<file path="config.mk">
export PLATFORM = sky130hd
export DESIGN_NAME = mac_relu_pool_flat
export DESIGN_NICKNAME = d
export VERILOG_FILES = /design/src/rtl/mac_relu_pool_if.sv /design/src/rtl/mac_relu_pool.sv /design/src/flat_wrapper.sv
export SDC_FILE = /design/constraint.sdc
export NUM_CORES = 1
export LEC_CHECK = 0
export BUFFER_PORTS_ARGS = -buffer_cell sky130_fd_sc_hd__clkbuf_2
export CAP_MARGIN = 0
export CORE_MARGIN = 2
export CORE_UTILIZATION = 31
export DETAILED_ROUTE_END_ITERATION = 16
export GPL_TIMING_DRIVEN = 1
export SETUP_SLACK_MARGIN = 0.1
export SYNTH_ARGS = -nofsm -noshare
export SYNTH_HDL_FRONTEND = slang
export SYNTH_SLANG_ARGS = --single-unit
</file>
<file path="constraint.sdc">
create_clock -name clk -period 1.8 [get_ports clk]
set_input_delay 0.27 -clock clk [delete_from_list [all_inputs] [get_ports clk]]
set_output_delay 0.27 -clock clk [all_outputs]
set_load 0.01 [all_outputs]
</file>
<file path="src/rtl/mac_relu_pool_if.sv">
// Stream bundle between the MAC/strobe source, mac_relu_pool and the next layer's line buffer.
// The slave modport is the mac_relu_pool side; the master modport is the driver/consumer side.
interface mac_relu_pool_if #(
  parameter int BW_IN   = 16,
  parameter int BW_OUT  = 8,
  parameter int BW_BIAS = 16
);
  logic               new_sum;
  logic [BW_IN-1:0]   sum_in;
  logic [BW_BIAS-1:0] bias;
  logic               out_vld;
  logic               out_rdy;
  logic [BW_OUT-1:0]  out_data;
  logic               overflow;

  modport master (output new_sum, sum_in, bias, out_rdy,
                  input  out_vld, out_data, overflow);
  modport slave  (input  new_sum, sum_in, bias, out_rdy,
                  output out_vld, out_data, overflow);
endinterface

</file>
<file path="src/rtl/mac_relu_pool.sv">
// mac_relu_pool: recovers MAC sums, adds bias, shifts, ReLU/saturates, max-pools and queues them.
// Optional round-half-up in the shift stage when MAC_RELU_POOL_ROUND_EN is defined.
module mac_relu_pool #(
  parameter int BW_IN           = 16,
  parameter int BW_OUT          = 8,
  parameter int BW_BIAS         = 16,
  parameter int R_SHIFT         = 4,
  parameter int SUM_LATENCY     = 4,
  parameter int POOL_SIZE       = 2,
  parameter int LOG2_FIFO_DEPTH = 2
) (
  input logic            clk,
  input logic            rst_n,
  mac_relu_pool_if.slave bus
);
  localparam int W1    = BW_IN + BW_BIAS + 1;
  localparam int W2    = W1 + 1;
  localparam int CW    = (POOL_SIZE > 1) ? $clog2(POOL_SIZE) : 1;
  localparam int AW    = LOG2_FIFO_DEPTH;
  localparam int DEPTH = 1 << LOG2_FIFO_DEPTH;
  localparam logic signed [W2-1:0] ACT_MAX = W2'((1 << BW_OUT) - 1);
`ifdef MAC_RELU_POOL_ROUND_EN
  localparam logic signed [W2-1:0] RND = W2'((1 << R_SHIFT) >> 1);
`endif

  function automatic logic signed [W2-1:0] shift_round(input logic signed [W1-1:0] s);
    logic signed [W2-1:0] x;
`ifdef MAC_RELU_POOL_ROUND_EN
    x = W2'(s) + RND;
`else
    x = W2'(s);
`endif
    return x >>> R_SHIFT;
  endfunction

  function automatic logic [BW_OUT-1:0] relu_sat(input logic signed [W2-1:0] sh);
    if (sh < 0)       return '0;
    if (sh > ACT_MAX) return '1;
    return sh[BW_OUT-1:0];
  endfunction

  // Reset asserts asynchronously but releases only on a clock edge.
  logic [1:0] r_rst_sync;
  logic       w_rst_n;
  always_ff @(posedge clk or negedge rst_n) begin
    if (!rst_n) r_rst_sync <= 2'b00;
    else        r_rst_sync <= {r_rst_sync[0], 1'b1};
  end
  assign w_rst_n = r_rst_sync[1];

  // Strobe delay: cap_stb marks the cycle the previous sum is stable on sum_in.
  logic [SUM_LATENCY-1:0] r_dly;
  logic                   w_cap_stb;
  always_ff @(posedge clk or negedge w_rst_n) begin
    if (!w_rst_n) begin
      r_dly <= '0;
    end else begin
      r_dly[0] <= bus.new_sum;
      for (int i = 1; i < SUM_LATENCY; i++) r_dly[i] <= r_dly[i-1];
    end
  end
  assign w_cap_stb = r_dly[SUM_LATENCY-1];

  // Stage p1: bias add at full width; the very first strobe only primes.
  logic signed [BW_IN-1:0]   w_sum;
  logic signed [BW_BIAS-1:0] w_bias;
  logic signed [W1-1:0]      r_s1_p1;
  logic                      r_primed, r_vld_p1, r_vld_p2;
  logic [BW_OUT-1:0]         r_act_p2;
  assign w_sum  = bus.sum_in;
  assign w_bias = bus.bias;

  always_ff @(posedge clk or negedge w_rst_n) begin
    if (!w_rst_n) begin
      r_primed <= 1'b0;
      r_vld_p1 <= 1'b0;
      r_vld_p2 <= 1'b0;
    end else begin
      r_vld_p1 <= w_cap_stb && r_primed;
      r_vld_p2 <= r_vld_p1;
      if (w_cap_stb) r_primed <= 1'b1;
    end
  end

  always_ff @(posedge clk) begin
    if (w_cap_stb && r_primed) r_s1_p1 <= W1'(w_sum) + W1'(w_bias);
    // Stage p2: shift, ReLU and saturate.
    if (r_vld_p1) r_act_p2 <= relu_sat(shift_round(r_s1_p1));
  end

  // Stage p3: running max over POOL_SIZE activations, pushed on the last one.
  logic [CW-1:0]     r_pool_cnt;
  logic [BW_OUT-1:0] r_pool_max, w_pooled;
  logic              w_last, w_push;
  assign w_last   = (r_pool_cnt == CW'(POOL_SIZE - 1));
  assign w_pooled = ((r_pool_cnt == '0) || (r_act_p2 > r_pool_max)) ? r_act_p2 : r_pool_max;
  assign w_push   = r_vld_p2 && w_last;

  always_ff @(posedge clk or negedge w_rst_n) begin
    if (!w_rst_n) begin
      r_pool_cnt <= '0;
      r_pool_max <= '0;
    end else if (r_vld_p2) begin
      r_pool_cnt <= w_last ? '0 : r_pool_cnt + 1'b1;
      r_pool_max <= w_pooled;
    end
  end

  // Output FIFO: extra pointer bit separates full from empty.
  logic [BW_OUT-1:0] r_mem [DEPTH];
  logic [AW:0]       r_wptr, r_rptr;
  logic              r_ovf, w_empty, w_full, w_pop, w_wr;
  assign w_empty = (r_wptr == r_rptr);
  assign w_full  = (r_wptr[AW] != r_rptr[AW]) && (r_wptr[AW-1:0] == r_rptr[AW-1:0]);
  assign w_pop   = !w_empty && bus.out_rdy;
  assign w_wr    = w_push && (!w_full || w_pop);

  always_ff @(posedge clk or negedge w_rst_n) begin
    if (!w_rst_n) begin
      r_wptr <= '0;
      r_rptr <= '0;
      r_ovf  <= 1'b0;
    end else begin
      if (w_wr)  r_wptr <= r_wptr + 1'b1;
      if (w_pop) r_rptr <= r_rptr + 1'b1;
      if (w_push && w_full && !w_pop) r_ovf <= 1'b1;
    end
  end

  always_ff @(posedge clk) begin
    if (w_wr) r_mem[r_wptr[AW-1:0]] <= w_pooled;
  end

  assign bus.out_vld  = !w_empty;
  assign bus.out_data = w_empty ? '0 : r_mem[r_rptr[AW-1:0]];
  assign bus.overflow = r_ovf;
endmodule

</file>
<file path="src/flat_wrapper.sv">
// flat-port wrapper written by rule: the top's interface ports become plain ports
module mac_relu_pool_flat 
#(
  parameter int BW_IN           = 16,
  parameter int BW_OUT          = 8,
  parameter int BW_BIAS         = 16,
  parameter int R_SHIFT         = 4,
  parameter int SUM_LATENCY     = 4,
  parameter int POOL_SIZE       = 2,
  parameter int LOG2_FIFO_DEPTH = 2
)
  (clk, rst_n, bus_new_sum, bus_sum_in, bus_bias, bus_out_rdy, bus_out_vld, bus_out_data, bus_overflow);
  mac_relu_pool_if #(.BW_IN(BW_IN), .BW_OUT(BW_OUT), .BW_BIAS(BW_BIAS)) bus_i ();
  input logic clk;
  input logic rst_n;
  input wire logic [$bits(bus_i.new_sum)-1:0] bus_new_sum;
  input wire logic [$bits(bus_i.sum_in)-1:0] bus_sum_in;
  input wire logic [$bits(bus_i.bias)-1:0] bus_bias;
  input wire logic [$bits(bus_i.out_rdy)-1:0] bus_out_rdy;
  output wire logic [$bits(bus_i.out_vld)-1:0] bus_out_vld;
  output wire logic [$bits(bus_i.out_data)-1:0] bus_out_data;
  output wire logic [$bits(bus_i.overflow)-1:0] bus_overflow;
  assign bus_i.new_sum = bus_new_sum;
  assign bus_i.sum_in = bus_sum_in;
  assign bus_i.bias = bus_bias;
  assign bus_i.out_rdy = bus_out_rdy;
  assign bus_out_vld = bus_i.out_vld;
  assign bus_out_data = bus_i.out_data;
  assign bus_overflow = bus_i.overflow;
  mac_relu_pool #(.BW_IN(BW_IN), .BW_OUT(BW_OUT), .BW_BIAS(BW_BIAS), .R_SHIFT(R_SHIFT), .SUM_LATENCY(SUM_LATENCY), .POOL_SIZE(POOL_SIZE), .LOG2_FIFO_DEPTH(LOG2_FIFO_DEPTH)) u_core (.clk(clk), .rst_n(rst_n), .bus(bus_i));
endmodule
</file>
==> results.tsv, run 1 <==
stage	metric	value	unit
setup_path	CP Max Fanout	4	
finish	final non-filler cell total	577	
status	status	complete, but fails checks	
clock_network	clock tree from TritonCTS	done	
finish	Fillers	1105	
clock_network	CTS buffer count	9	
timing	Final period util	1.18	
floorplan	Core ar.	12200	sq um
setup_path	cell family with most CP delay	compound AO/OA/AOI/OAI gates	
clock_network	insertion delay to the later sink of the worst-skew pair	0.33	ns
logic_synthesis	synthesis-stage register bit count	78	
setup_path	Setup crit start kind	flip-flop	
timing	Rel. slew slack	0.616	
logic_synthesis	Primary FF master, synth	edfxtp_1	
clock_network	CTS Sinks	78	
timing	Setup Skew	0.00761	ns
logic_synthesis	YS warnings	0	
detailed_routing	Top Layer Used	met4	
logic_synthesis	adder-cell share of the synthesized area	0.0897	
detailed_routing	Pre-Repair DR Iteration Count	4	
clock_network	CTS clk-pin slew, worst paths	0.06	ns
finish	share of post-route cells with drive strength above 1	0.474	
finish	Syn-to-layout area delta	38.9	%
setup_path	WS Path Type	reg2reg	
finish	ant diodes	0	
setup_path	crit path DAT	2.33	ns
global_route	first-pass GRT wire length	12.3	mm
logic_synthesis	synthesized area	3900	sq um
timing	Final WS setup	-0.318	ns
logic_synthesis	Syn Inst Count	291	
logic_synthesis	Synth top cells by count	53 x edfxtp_1, 34 x nor2_1, 28 x ha_1	
setup_path	data required time of the worst path	2.01	ns
detailed_routing	DR WL met2	3.76	mm
floorplan	Initial Utilization	0.321	
timing	fmax	472	MHz
placement	Port Buffers	45	
finish	# nets final	469	
timing	Slew Viols, Final	0	
global_route	grt total ovfl	0	
clock_network	CTS Buffer Depth	2	
logic_synthesis	part of the Yosys area used for sequential elements	0.568	
logic_synthesis	Unique masters post-synth	52	
pwr	VDD IR max	0.000543	V
detailed_routing	Final ANT Viol Nets	0	
placement	GP Congestion	0.793	
clock_network	CTS HTree Levels	3	
timing	min Tclk post-route	2.12	ns
pwr	total power draw	8.00	mW
flow_run	MaxCap Viol Count	0	
setup_path	CP peak stage delay	0.43	ns
hold_path	Worst Hold Class	in2reg	
setup_path	CP most frequent cell	buf_4	
setup_path	CP Capture Type	flip-flop	
logic_synthesis	Post-synth EDFFs	53	
pwr	Leakage Power	2.28	nW
global_route	initial antenna violation count	0	
floorplan	Die H	116	microns
logic_synthesis	largest family of logic cells by synthesized area	simple AND/OR/NAND/NOR gates	
placement	Post-DP HPWL	5.32	mm
timing	setup violators final	48	
pwr	PD cells	1480	nW/um^2
timing	worst slew pin tran	0.576	ns
global_route	GR Util All Layers	0.117	
logic_synthesis	Synthesized Nets	355	
placement	total placed cells including tap cells	556	
setup_path	WP buf/inv	2	
detailed_routing	metal3 WL	238	microns
logic_synthesis	async set-reset flop share out of synthesis	0.321	
detailed_routing	drt drc	0	
setup_path	Slowest-stage cell, CP	edfxtp_1	
logic_synthesis	post-synthesis simple-gate area fraction	0.0949	
detailed_routing	met1 WL	3.24	mm
logic_synthesis	Synth Area in Compound Gates	0.0929	
logic_synthesis	Post-Syn Area per Cell	13.4	sq um
timing	RSZ-0062 raised after global routing	true	
floorplan	io pins	46	
detailed_routing	final WL	7.35	mm
status	failing checks	setup timing	
detailed_routing	total vias in the final route	2562	
detailed_routing	via/cell ratio	4.44	
floorplan	cell row count	40	
setup_path	CP cell instances	ha_4 -> nor2b_4 -> o211ai_2 -> a21oi_2 -> buf_4 -> o311ai_4 -> buf_4 -> mux2_4	
logic_synthesis	mux cell area share after synthesis	0.0933	
logic_synthesis	Synth top area share	0.408	
global_route	largest net degree at the start of global routing	24	
logic_synthesis	xor/xnor share of the synthesized area	0.0337	
logic_synthesis	synth top area cells	edfxtp_1 41%, dfrtp_1 16%, ha_1 9.0%, mux2_2 4.6%, mux4_2 4.0%	
floorplan	die area	13500	sq um
global_route	number of global-route vias before repair	2700	
detailed_routing	drt wl/cell	12.7	microns
detailed_routing	drt initial violations	126	
floorplan	Die Span X	116	microns
logic_synthesis	cell taking the most area after synthesis	edfxtp_1	
logic_synthesis	count leader, synth	edfxtp_1	
clock_network	clk root buf	clkbuf_16	
timing	Final Hold Fails	0	
## stage by stage
stage | setup TNS, ns | utilization | worst slack [ns] | hold slack, ns | area [sq um]
global route | -15.14 | 0.446 | -0.392 | 0.0462 | 5420
floorplan | -8.73 | - | -0.233 | -0.0256 | 3960
finish | -11.72 | 0.446 | -0.318 | 0.0486 | 5420
detailed placement | -14.29 | 0.395 | -0.328 | 0.0608 | 4800
global placement | -10.55 | 0.395 | -0.286 | 0.0602 | 4800
CTS | -11.89 | 0.430 | -0.302 | 0.0397 | 5230
## repair_timing
action,CTS,global route
gates cloned,1,0
endpoints found under the setup margin,82,85
hold buffers,1,0
buffers inserted,3,1
endpoints found under the hold margin,2,0
resized for setup,27,38
pin swaps,1,8
## sequential cells by signal, indices dropped and copies added (netlist names)
| signal | cells |
|---|---|
| u_core.r_pool_cnt | 1 |
| u_core.r_dly | 4 |
| u_core.bus.overflow | 1 |
| u_core.r_mem | 32 |
| u_core.r_s1_p1 | 13 |
| u_core.r_vld_p1 | 1 |
| u_core.r_primed | 1 |
| u_core.r_rst_sync | 2 |
| u_core.r_wptr | 3 |
| u_core.r_rptr | 3 |
| u_core.r_act_p2 | 8 |
| u_core.r_vld_p2 | 1 |
| u_core.r_pool_max | 8 |
## layout make-up
type                            instances  area (sq um)  area share
Clock buffer                           11           243      0.0448
Clock inverter                          4          48.8     0.00900
Inverter                               15          58.8      0.0108
Multi-Input combinational cell        191          1850       0.341
Sequential cell                        78          2220       0.409
Tap cell                              168           210      0.0388
Timing Repair Buffer                  110           796       0.147
## power by group
part	switching (mW)	internal [mW]	leakage, nW
clock	0.664	1.10	0.135
sequential	0.203	2.46	0.784
combinational	1.56	2.02	1.36
## logic make-up after synthesis
family          Yosys count
buf+inv                  22
other cells               1
compound gates           47
fa+ha+maj                28
simple gates             76
flops                    78
mux                      24
xor+xnor                 15
## per-layer routing
| metal | vias to the layer above | GRT usage |
|---|---|---|
| li1 | 1288 | - |
| met1 | 1218 | 0.138 |
| met2 | 48 | 0.211 |
| met3 | 8 | 0.0234 |
| met4 | 0 | 0.0429 |
| met5 | - | 0 |
## path summary, 6_finish.rpt
| path | endpoint | start | cells after the start | slack, ns |
|---|---|---|---|---|
| worst min-delay path | u_core.r_dly[0] | bus_new_sum | 1 | 0.05 |
| worst min register to register | u_core.r_wptr[2] | u_core.r_rst_sync[1] | 1 | 0.22 |
| min in group asynchronous | u_core.r_wptr[2] | u_core.r_rst_sync[1] | 1 | 0.22 |
| worst max-delay path | u_core.r_pool_max[6] | u_core.r_act_p2[1] | 8 | -0.32 |
| worst max register to register | u_core.r_pool_max[6] | u_core.r_act_p2[1] | 8 | -0.32 |
| max in group asynchronous | u_core.r_rptr[0] | u_core.r_rst_sync[1] | 1 | 1.33 |
## cells in the final DEF (no fill, tap or decap), types with 7 or more instances in the layout
cell type / instances
buf_4: 58
ha_1: 22
xnor2_1: 12
inv_1: 13
clkbuf_16: 10
a21oi_2: 7
clkbuf_2: 40
dfrtp_1: 24
nor2_1: 33
mux4_2: 8
edfxtp_1: 53
buf_6: 8
a21oi_1: 8
nand2_1: 9
mux2_4: 15
No activity file was read; power rests on OpenSTA's default activity.
==> run 2: changes to the inputs <==
- SKIP_CTS_REPAIR_TIMING: default -> 1
==> run 2 against run 1 <==
Effect of this change:
- the run still ends with setup timing left
- hold slack about the same
- final area increased by 0.62%
- register-to-register slack better by 0.04 ns
- core utilization is 0.28 points higher
- sequential share of layout area down 0.25 points
- clock skew about the same
- sequential power about the same
- global-route usage down 0.32 points
- critical path type unchanged
==> results.tsv, run 2 (same netlist as run 1, synthesis figures left out) <==
stage	metric	value	unit	change
status	status	complete, but fails checks		
status	failing checks	setup timing		
setup_path	worst reg2reg startpoint	u_core.r_act_p2[1]		
finish	max reg flops	32		unchanged
detailed_routing	total vias in the final route	2570		+0.31%
floorplan	cell row count	40		unchanged
finish	Syn-to-layout area delta	39.8	%	
setup_path	crit path DAT	2.14	ns	-0.19 ns
pwr	total power draw	7.99	mW	-0.20%
detailed_routing	drt wl/cell	12.8	microns	+0.73%
floorplan	io pins	46		unchanged
global_route	number of global-route vias before repair	2655		-1.7%
placement	pre-CTS WS	-0.328	ns	unchanged
clock_network	clk root buf	clkbuf_16		
placement	Port Buffers	45		unchanged
floorplan	Initial Utilization	0.321		unchanged
pwr	PD cells	1460	nW/um^2	-0.82%
timing	Final WS setup	-0.275	ns	+0.0430 ns
timing	Final period util	1.15		-0.0239
finish	ant diodes	0		unchanged
floorplan	Core ar.	12200	sq um	unchanged
setup_path	WS Path Type	reg2reg		
finish	share of post-route cells with drive strength above 1	0.478		+0.00361
clock_network	insertion delay to the later sink of the worst-skew pair	0.33	ns	about the same
pwr	VDD IR max	0.000548	V	+0.81%
floorplan	Die Span X	116	microns	unchanged
finish	Fillers	1104		-0.090%
placement	GP Congestion	0.793		unchanged
detailed_routing	via/cell ratio	4.46		+0.49%
clock_network	CTS HTree Levels	3		unchanged
finish	commonest non-fill, non-tap cell in the layout	buf_4		
finish	most frequent cells in the layout	58 x buf_4, 53 x edfxtp_1, 37 x clkbuf_2		
clock_network	clock tree from TritonCTS	done		
setup_path	R2R Setup Slk	-0.28	ns	+0.04 ns
finish	# nets final	468		-0.21%
floorplan	Die H	116	microns	unchanged
flow_run	MaxCap Viol Count	0		unchanged
detailed_routing	met1 WL	3.21	mm	-0.68%
floorplan	die area	13500	sq um	unchanged
global_route	largest net degree at the start of global routing	24		unchanged
setup_path	CP Max Fanout	8		+4
setup_path	Reg2Reg Depth	8		unchanged
timing	Setup Skew	0.00723	ns	-0.000384 ns
clock_network	CTS Sinks	78		unchanged
timing	fmax	482	MHz	+2.1%
timing	Rel. slew slack	0.616		about the same
timing	Final Hold Slack	0.0482	ns	-0.000375 ns
clock_network	CTS Buffer Depth	2		unchanged
hold_path	Hold EP	u_core.r_dly[0]		
detailed_routing	metal3 WL	242	microns	+1.7%
detailed_routing	drt drc	0		unchanged
setup_path	Setup crit start kind	flip-flop		
setup_path	CP Capture Type	flip-flop		
detailed_routing	Pre-Repair DR Iteration Count	4		unchanged
timing	worst slew pin tran	0.576	ns	-0.000204 ns
finish	sequential cell area	2220	sq um	unchanged
detailed_routing	drt initial violations	132		+4.8%
hold_path	Worst Hold Class	in2reg		
detailed_routing	DR WL met2	3.82	mm	+1.6%
global_route	GR Util All Layers	0.114		-0.00322
finish	area of the multi-input gates	1870	sq um	+1.3%
detailed_routing	final WL	7.39	mm	+0.56%
timing	Slew Viols, Final	0		unchanged
timing	setup violators final	48		unchanged
timing	setup TNS	-11.27	ns	+0.447 ns
timing	RSZ-0062 raised after global routing	true		
timing	Final Hold Fails	0		unchanged
clock_network	CTS clk-pin slew, worst paths	0.06	ns	about the same
setup_path	data required time of the worst path	1.87	ns	-0.14 ns
setup_path	r2r endpoint	u_core.r_mem[1][2]		
hold_path	beginning of the worst hold path	bus_new_sum		
detailed_routing	Top Layer Used	met4		
detailed_routing	Final ANT Viol Nets	0		unchanged
clock_network	CTS buffer count	9		unchanged
global_route	initial antenna violation count	0		unchanged
global_route	grt total ovfl	0		unchanged
hold_path	hold path depth	1		unchanged
placement	Post-DP HPWL	5.32	mm	unchanged
pwr	Leakage Power	2.28	nW	about the same
global_route	first-pass GRT wire length	12.0	mm	-2.8%
timing	min Tclk post-route	2.08	ns	-0.0430 ns
==> run 2: changes by cell type in the layout (fill, tap and decap cells not counted), moves of 2 or more <==
cell and change:
clkbuf_2 -3, ha_4 +2, ha_1 -2, buf_6 +2
==> run 2: power breakdown <==
group | internal, mW | total (mW) | switching [mW] | leakage [nW]
registers | 2.46 | 2.66 | 0.206 | 0.784
clock network | 1.10 | 1.76 | 0.664 | 0.135
logic | 2.00 | 3.56 | 1.56 | 1.36
total | 5.56 | 7.99 | 2.43 | 2.28
==> run 2: routing by layer <==
layer	vias to the layer above	global-route usage
met4	0	0.0429
met3	8	0.0234
met5	-	0
li1	1286	-
met2	50	0.204
met1	1226	0.135
==> run 2: cell type report <==
type / instances / share of cell area
clock buffers: 11 / 0.0445
well taps: 168 / 0.0385
repair buffers: 109 / 0.148
inverters: 15 / 0.0103
clock inverters: 4 / 0.00894
multi-input cells: 191 / 0.343
flip-flops and latches: 78 / 0.406
==> run 2: critical path, stage by stage, from the launching register on <==
cell,delay [ns]
edfxtp_1,0.42
ha_4,0.29
nor2b_4,0.13
o211ai_2,0.09
a21oi_2,0.16
nor2_1,0.08
o21ai_4,0.15
buf_12,0.15
mux2_4,0.33
==> run 2: worst max-delay path by stage <==
stage / startpoint / to / slack [ns] / cells past startpoint
after floorplan: u_core.r_act_p2[1] / u_core.r_mem[0][0] / -0.23 / 7
after global placement: u_core.r_pool_max[1] / u_core.r_pool_max[3] / -0.29 / 9
after detailed placement: u_core.r_pool_max[1] / u_core.r_pool_max[3] / -0.33 / 9
after CTS: u_core.r_pool_max[1] / u_core.r_pool_max[2] / -0.34 / 9
after global routing: u_core.r_act_p2[1] / u_core.r_mem[2][7] / -0.34 / 8
final: u_core.r_act_p2[1] / u_core.r_mem[1][2] / -0.28 / 8
==> run 2: metrics by stage <==
step	instance area [sq um]	instances	util
4_1_cts	5100	571	0.419
5_1_grt	5460	576	0.449
6_report	5460	576	0.449
3_5_place_dp	4800	556	0.395
3_3_place_gp	4800	556	0.395
2_1_floorplan	3960	291	-
